File: config.mk
export PLATFORM = sky130hd
export DESIGN_NAME = pl_rv32_fetch
export DESIGN_NICKNAME = d
export VERILOG_FILES = /design/src/rtl/pl_rv32_fetch.sv
export SDC_FILE = /design/constraint.sdc
export NUM_CORES = 1
export LEC_CHECK = 0
export BUFFER_PORTS_ARGS = -buffer_cell sky130_fd_sc_hd__buf_2
export CAP_MARGIN = 20
export CORE_UTILIZATION = 54
export DETAILED_ROUTE_END_ITERATION = 16
export PLACE_DENSITY = 0.77
export SLEW_MARGIN = 20
export SYNTH_ARGS = -nofsm -noshare
export SYNTH_HDL_FRONTEND = slang
export SYNTH_SLANG_ARGS = --single-unit
File: constraint.sdc
create_clock -name clk -period 7.5 [get_ports clk]
set_input_delay 0.75 -clock clk [delete_from_list [all_inputs] [get_ports clk]]
set_output_delay 0.75 -clock clk [all_outputs]
set_load 0.005 [all_outputs]
File: src/rtl/pl_rv32_fetch.sv
// pl_rv32_fetch
// Instruction fetch stage of the pipelined RV32 core. It owns the program
// counter and issues word reads to instruction memory with a req/gnt/rvalid
// handshake, keeping at most one request outstanding. Returned words go into
// a 2-entry {instr, pc} queue that feeds decode over a valid/ready interface.
// A redirect from branch/jump resolution flushes the queue, restarts fetch at
// the new PC, and discards any response still in flight for the old path.
//
// Ports:
//   clk, rst                    core clock, asynchronous active-high reset
//   redirect_valid/redirect_pc  one-cycle restart request; pc[1:0] ignored
//   imem_req/imem_addr          read request and word-aligned address
//   imem_gnt                    memory accepted the request this cycle
//   imem_rvalid/imem_rdata      read response, one per accepted request
//   id_valid/id_instr/id_pc     queue head toward decode (NOP when empty)
//   id_ready                    decode consumes the head this cycle
module pl_rv32_fetch #(
  parameter logic [31:0] RESET_PC  = 32'h0000_0000,
  parameter logic [31:0] NOP_INSTR = 32'h0000_0013
) (
  input  logic        clk,
  input  logic        rst,
  input  logic        redirect_valid,
  input  logic [31:0] redirect_pc,
  output logic        imem_req,
  output logic [31:0] imem_addr,
  input  logic        imem_gnt,
  input  logic        imem_rvalid,
  input  logic [31:0] imem_rdata,
  output logic        id_valid,
  output logic [31:0] id_instr,
  output logic [31:0] id_pc,
  input  logic        id_ready
);

  typedef enum logic [1:0] {
    IDLE = 2'd0,
    REQ  = 2'd1,
    WAIT = 2'd2
  } state_e;

  state_e            state_q, state_d;
  logic [31:0]       pc_q, pc_d;
  logic [31:0]       pend_pc_q, pend_pc_d;
  logic              drop_q, drop_d;
  logic [1:0]        count_q, count_d;
  logic [1:0][31:0]  qi_q, qi_d;
  logic [1:0][31:0]  qp_q, qp_d;

  logic              deq;
  logic              enq;
  logic [1:0]        cnt_after_deq;

  // The low redirect address bits are architecturally ignored.
  logic              unused_redirect_lsbs;
  assign unused_redirect_lsbs = ^redirect_pc[1:0];

  // State register and queue storage.
  always_ff @(posedge clk or posedge rst) begin
    if (rst) begin
      state_q   <= IDLE;
      pc_q      <= RESET_PC;
      pend_pc_q <= RESET_PC;
      drop_q    <= 1'b0;
      count_q   <= 2'd0;
      qi_q      <= {NOP_INSTR, NOP_INSTR};
      qp_q      <= {RESET_PC, RESET_PC};
    end else begin
      state_q   <= state_d;
      pc_q      <= pc_d;
      pend_pc_q <= pend_pc_d;
      drop_q    <= drop_d;
      count_q   <= count_d;
      qi_q      <= qi_d;
      qp_q      <= qp_d;
    end
  end

  // Next-state logic: queue push/pop first, then the fetch FSM, and finally
  // the redirect overrides, since a redirect beats every other event.
  always_comb begin
    state_d   = state_q;
    pc_d      = pc_q;
    pend_pc_d = pend_pc_q;
    drop_d    = drop_q;
    qi_d      = qi_q;
    qp_d      = qp_q;

    deq = (count_q != 2'd0) && id_ready && !redirect_valid;
    enq = (state_q == WAIT) && imem_rvalid && !drop_q && !redirect_valid;
    cnt_after_deq = count_q - {1'b0, deq};

    // Queue is a shift register: entry 0 is always the head, so the write
    // slot is simply the occupancy left after this cycle's pop.
    if (deq) begin
      qi_d[0] = qi_q[1];
      qp_d[0] = qp_q[1];
    end
    if (enq) begin
      qi_d[cnt_after_deq[0]] = imem_rdata;
      qp_d[cnt_after_deq[0]] = pend_pc_q;
    end
    count_d = cnt_after_deq + {1'b0, enq};

    case (state_q)
      IDLE: begin
        if (cnt_after_deq < 2'd2) begin
          state_d = REQ;
        end
      end
      REQ: begin
        if (imem_gnt) begin
          pc_d      = pc_q + 32'd4;
          pend_pc_d = pc_q;
          state_d   = WAIT;
        end
      end
      WAIT: begin
        if (imem_rvalid) begin
          drop_d  = 1'b0;
          state_d = (count_d < 2'd2) ? REQ : IDLE;
        end
      end
      default: state_d = IDLE;
    endcase

    // A granted or still-pending request on the old path must have its
    // response swallowed, so the drop flag is armed and we keep waiting.
    if (redirect_valid) begin
      count_d = 2'd0;
      pc_d    = {redirect_pc[31:2], 2'b00};
      case (state_q)
        REQ: begin
          if (imem_gnt) begin
            drop_d  = 1'b1;
            state_d = WAIT;
          end else begin
            state_d = REQ;
          end
        end
        WAIT: begin
          if (imem_rvalid) begin
            drop_d  = 1'b0;
            state_d = REQ;
          end else begin
            drop_d  = 1'b1;
            state_d = WAIT;
          end
        end
        default: state_d = REQ;
      endcase
    end
  end

  // Outputs come straight from registers; no input reaches them combinationally.
  assign imem_req  = (state_q == REQ);
  assign imem_addr = pc_q;
  assign id_valid  = (count_q != 2'd0);
  assign id_instr  = id_valid ? qi_q[0] : NOP_INSTR;
  assign id_pc     = qp_q[0];

endmodule
Word level (Yosys, flattened, before mapping). Index checks and enable logic that the tools add are counted. W data, S select, Z words.

Register bits after elaboration: 197. Input port bits: 70. Output and inout port bits: 98. Logic and storage cells: 64.

Equal/unequal tests: 5. Add/subtract/negate cells: 3. Magnitude comparators: 4. Multiplexer cells: 28. Reduce and logical (&&, ||, !) cells: 15.

Operators with widths (count): $mux W32 (9); $bwmux W64 (2); $add A32 B3 Y32 const B (1); $demux W32 S1 (1); $mux W2 (7); $logic_and A1 B1 Y1 (6); $mux W1 (6); $ne A3 B3 Y1 const B (2); $pmux W2 S3 (1); $reduce_bool A2 Y1 (3); $lt A2 B2 Y1 const B (2); $pmux W2 S2 (1); $reduce_and A2 Y1 (2); $ne A3 B2 Y1 const B (1); $reduce_and A3 Y1 (1); $add A2 B1 Y2 (1); $eq A2 B1 Y1 const B (1); $eq A2 B2 Y1 const B (1); $logic_not A1 Y1 (2); $logic_not A2 Y1 (1); $lt A1 B2 Y1 const B (1); $pmux W1 S2 (1); $sub A2 B1 Y2 (1); $ge A1 B1 Y1 const B (1).

Logic depth before layout (Yosys ltp).
Word-level depth: 10. Mapped depth: 9. Gate-level depth less buffers: 9.

Least setup slack after synthesis. Ideal clock, no wire load.

Kind: input -> register. Start point: input redirect_valid. End point: register qp_q[35] in the netlist's numbering. Data required time: 7375 ps. Arrival: 2428 ps. Path buffers: 3. Library setup time: 125 ps. Stages: 7. Setup slack: 4947 ps. Path through: clkbuf_1 > nand2b_1 > o21ai_0 > ha_1 > clkbuf_1 > clkbuf_1 > mux2_2.

Cells in the longest elaborated chain, start to end: 8. Elaborated cells on any way between the ends: 10. Those cells by class: 1 x add/sub; 2 x order compare; 3 x mux; 4 x reduce/logical.

RTL lines: from (decl) (line 23) `input logic redirect_valid,`; $logic_not A1 Y1 * (line 89, 90); $logic_and A1 B1 Y1 (line 89) `deq = (count_q != 2'd0) && id_ready && !redirect_valid;`; $sub A2 B1 Y2 (line 91) `cnt_after_deq = count_q - {1'b0, deq};`; $lt A1 B2 Y1 (not written as such) or $ge A1 B1 Y1 (tied branches) (line 101) `qp_d[cnt_after_deq[0]] = pend_pc_q;`; $logic_and A1 B1 Y1 (not written as such) (line 101); $mux W32 (not written as such) (line 101); $demux W32 S1 (line 101); $bwmux W64 (line 101); to (signal assigned) (line 67) `qp_q <= {RESET_PC, RESET_PC};`; to (signal assigned) (line 75) `qp_q <= qp_d;`; to (decl) (line 48) `logic [1:0][31:0] qp_q, qp_d;`.

Mark *: on every way between the ends. The rest lies on a longest branch, timed or not. A chain may end at the register's enable or synchronous reset.

Final worst setup path.
Start point: input redirect_valid. End point: register state_q[0].

Cells in the longest elaborated chain, start to end: 9. Elaborated cells on any way between the ends: 15. Those cells by class: 2 x add/sub; 2 x order compare; 3 x eq/ne; 4 x mux; 4 x reduce/logical.

RTL lines: $logic_not A1 Y1 (line 89, 90); $logic_and A1 B1 Y1 (line 89); $sub A2 B1 Y2 (line 91); $add A2 B1 Y2 (line 103) `count_d = cnt_after_deq + {1'b0, enq};`; $lt A2 B2 Y1 (line 121) `state_d = (count_d < 2'd2) ? REQ : IDLE;`; $mux W1 (line 121); $mux W2 (line 119) `if (imem_rvalid) begin`; $pmux W2 S3 (line 105) `case (state_q)`; $mux W2 (line 129) `if (redirect_valid) begin`; to (signal assigned) (line 69) `state_q <= state_d;`; to (decl) (line 42) `state_e state_q, state_d;`.

Several ways; a longest one is shown, not always the timed one. The select of a mux whose other input is x is not followed.

==> summary.txt <==
Total iterations of the first detailed-routing run: 4
Post-CTS Setup Repair Bufs: 0
Grt total ovfl: 0
Cells after Synth: 731
Count of final max-slew check failures: 0
CP delay by family, top: buffers and inverters
Clk buf depth: 2
Slew headroom: 33.4%
Total GRT Usage: 21.9%
Fmax: 0.299 GHz
Status: complete, no violations
Vias: 5920
RePlAce Congestion: 0.796
Cell count along the critical path: 9
Wire per inst: 16.6 um
Met3 Routed Length: 811 um
Min Tclk post-route: 3350 ps
Worst Setup SP: redirect_valid
Num rows: 47
Leading register cell type out of synthesis: dfrtp_1
Cts repair resizes: 0
First-pass GRT wire length: 30200 um
Number of synthesized register bits: 191
Die span in y: 132 um
RSZ-0062 raised after global routing: false
Clock-pin slew on the worst setup and hold paths: 70 ps
Crit. End Element: register
Crit Path Max Fanout: 53
Highest metal used: met4
Worst R2R Start: state_q[0]$_DFFE_PP0P_
Number of global-route vias before repair: 5760
Period utilization: 44.7%
Met1 WL: 8780 um
P per Cell Area: 282 nW/um^2
Ant diodes: 0
Startpoint Class: primary input
I/O Pins: 168
CTS Hold Bufs: 0
Worst vdd ir: 193 uV
TritonCTS buffer count: 17
Yosys warns: 0
HPWL Detailed: 11700 um
DRC viols: 0
Crit-path slowest cell: ha_2
Initial core utilization: 55.3%
WP buf/inv: 2
Most frequent cells in the layout: mux2_2 (217), dfrtp_1 (185), buf_2 (163), nand2_1 (32), nor2b_1 (32)
Crit path cell chain: buf_2 > nand2b_1 > nand2_1 > o21ai_0 > ha_2 > buf_4 > nand4_1 > a311o_1 > o21ai_0
Number of flops mapped to enable cells by yosys: 0
Post-layout util: 63.0%
Synth top area share: 50.5%
CP dominant cell by count: o21ai_0
Netlist cell types: 45
# port buffers: 163
Number of max-cap violations: 0
Ys async rst share: 100%
Vias per inst: 5.49
CTS tree: yes
Die ar.: 17500 sq um
H-tree Lvls: 4
DR iter-0 viols: 307
Most common cell after layout, fill and taps aside: mux2_2
Least-Margin Pin Slew: 996 ps
Setup TNS Final: 0 ps
P_leak: 5.04 nW
Worst clock skew: 6.98 ps
Mapped Avg Cell Area: 12.5 sq um
Drt total wl: 17900 um
R2R setup slack: 4320 ps
Largest net degree at the start of global routing: 117
CP endpoint: state_q[0]$_DFFE_PP0P_
Synth area leader: dfrtp_1
Placeable Area: 16600 sq um
Layout area overhead: 13.9%
DR WL met2: 8080 um
Filler cells: 1326
CP peak stage delay: 750 ps
Final #Nets: 922
Synthesized cell area: 9170 sq um
FF-to-FF path depth: 9
Initial antenna violation count: 0
Clk_lat worst skew: 430 ps
CP Data Required Time: 7850 ps
Ranking of synthesized cells by area: dfrtp_1 (51%), mux2_2 (27%), buf_4 (2.8%)
Final hold violations: 0
Finish-stage setup viols: 0
Sequential share of the synthesized area: 52.2%
Routed Antenna Nets: 0
Critical Path AT: 3700 ps
Clk root buf: clkbuf_16
Fraction of layout cells with a size suffix above 1: 50.2%
Clock sink count: 191
Hold Crit Class: primary input to async pin
Die Wd: 132 um
Worst R2R End: state_q[0]$_DFFE_PP0P_
Crit Path Class: primary input to register
-- power breakdown --
part           internal, mW  switching [mW]  leakage (nW)
logic                 0.403           0.254          2.31
registers              1.27           0.159          2.47
clock network         0.475           0.382         0.256
total                  2.14           0.795          5.04
-- routing by layer --
layer	GRT usage [%]	vias up
li1	-	2808
met1	32.3	2918
met2	32.5	174
met3	4.69	20
met4	6.32	0
met5	0	-
-- metrics by stage --
stage	std cells	total power, mW	cell area [sq um]	hold WS (ps)	setup slack (ps)
2_1_floorplan	732	1.95	9170	475	1560
3_3_place_gp	1047	2.07	9890	487	3710
3_5_place_dp	1047	2.11	9890	492	3660
4_1_cts	1078	2.97	10400	506	4110
5_1_grt	1078	3.10	10400	513	3850
6_report	1078	2.94	10400	473	4150
-- worst min-delay path by stage --
stage,start,end,slack (ps),cells after the start
3_5_place_dp,qi_q[59]$_DFFE_PP0P_,qi_q[59]$_DFFE_PP0P_,490,1
6_report,rst,qi_q[9]$_DFF_PP0_,470,2
3_3_place_gp,qp_q[55]$_DFFE_PP0P_,qp_q[55]$_DFFE_PP0P_,490,1
5_1_grt,qi_q[60]$_DFFE_PP0P_,qi_q[60]$_DFFE_PP0P_,510,1
4_1_cts,qi_q[59]$_DFFE_PP0P_,qi_q[59]$_DFFE_PP0P_,510,1
2_1_floorplan,qi_q[63]$_DFFE_PP0P_,qi_q[63]$_DFFE_PP0P_,470,1
-- final cells by class --
type / instances / area, sq um / share of cell area [%]
flip-flops and latches: 191 / 4790 / 45.9
multi-input cells: 451 / 3900 / 37.3
repair buffers: 169 / 861 / 8.25
clock buffers: 23 / 468 / 4.48
well taps: 220 / 275 / 2.64
clock inverters: 8 / 82.6 / 0.791
inverters: 16 / 67.6 / 0.647
-- sequential cells by signal, summed over array words and instances (netlist names) --
| signal | flops |
|---|---|
| imem_addr | 30 |
| qp_q | 30 |
| id_pc | 32 |
| drop_q | 1 |
| count_q | 2 |
| pend_pc_q | 30 |
| state_q | 2 |
| qi_q | 64 |
-- cell families after synthesis --
kind of cell	synth area share, %
xor gates and xnor gates	1.43
AOI/OAI and AO/OA	3.70
DFF	52.2
other	0.0409
adders and majority gates	0.819
and+or+nand+nor	9.60
buffers and inverters	5.42
muxes	26.8
-- cell usage after synthesis (5+ instances only) --
master and number:
mux2_2 217, dfrtp_1 185, buf_4 34, nand2_1 32, nor2b_1 32, clkbuf_1 31, o21ai_0 23, nor2_1 21
nand4_1 17, inv_1 16, nand3_1 13, a31oi_1 10, or4_1 9, xnor2_1 9, buf_2 6, dfstp_2 6
ha_1 6, nor4_1 6, o31ai_1 6, xor2_1 6, a311o_1 5, or3_1 5
No activity file was read; power rests on OpenSTA's default activity.
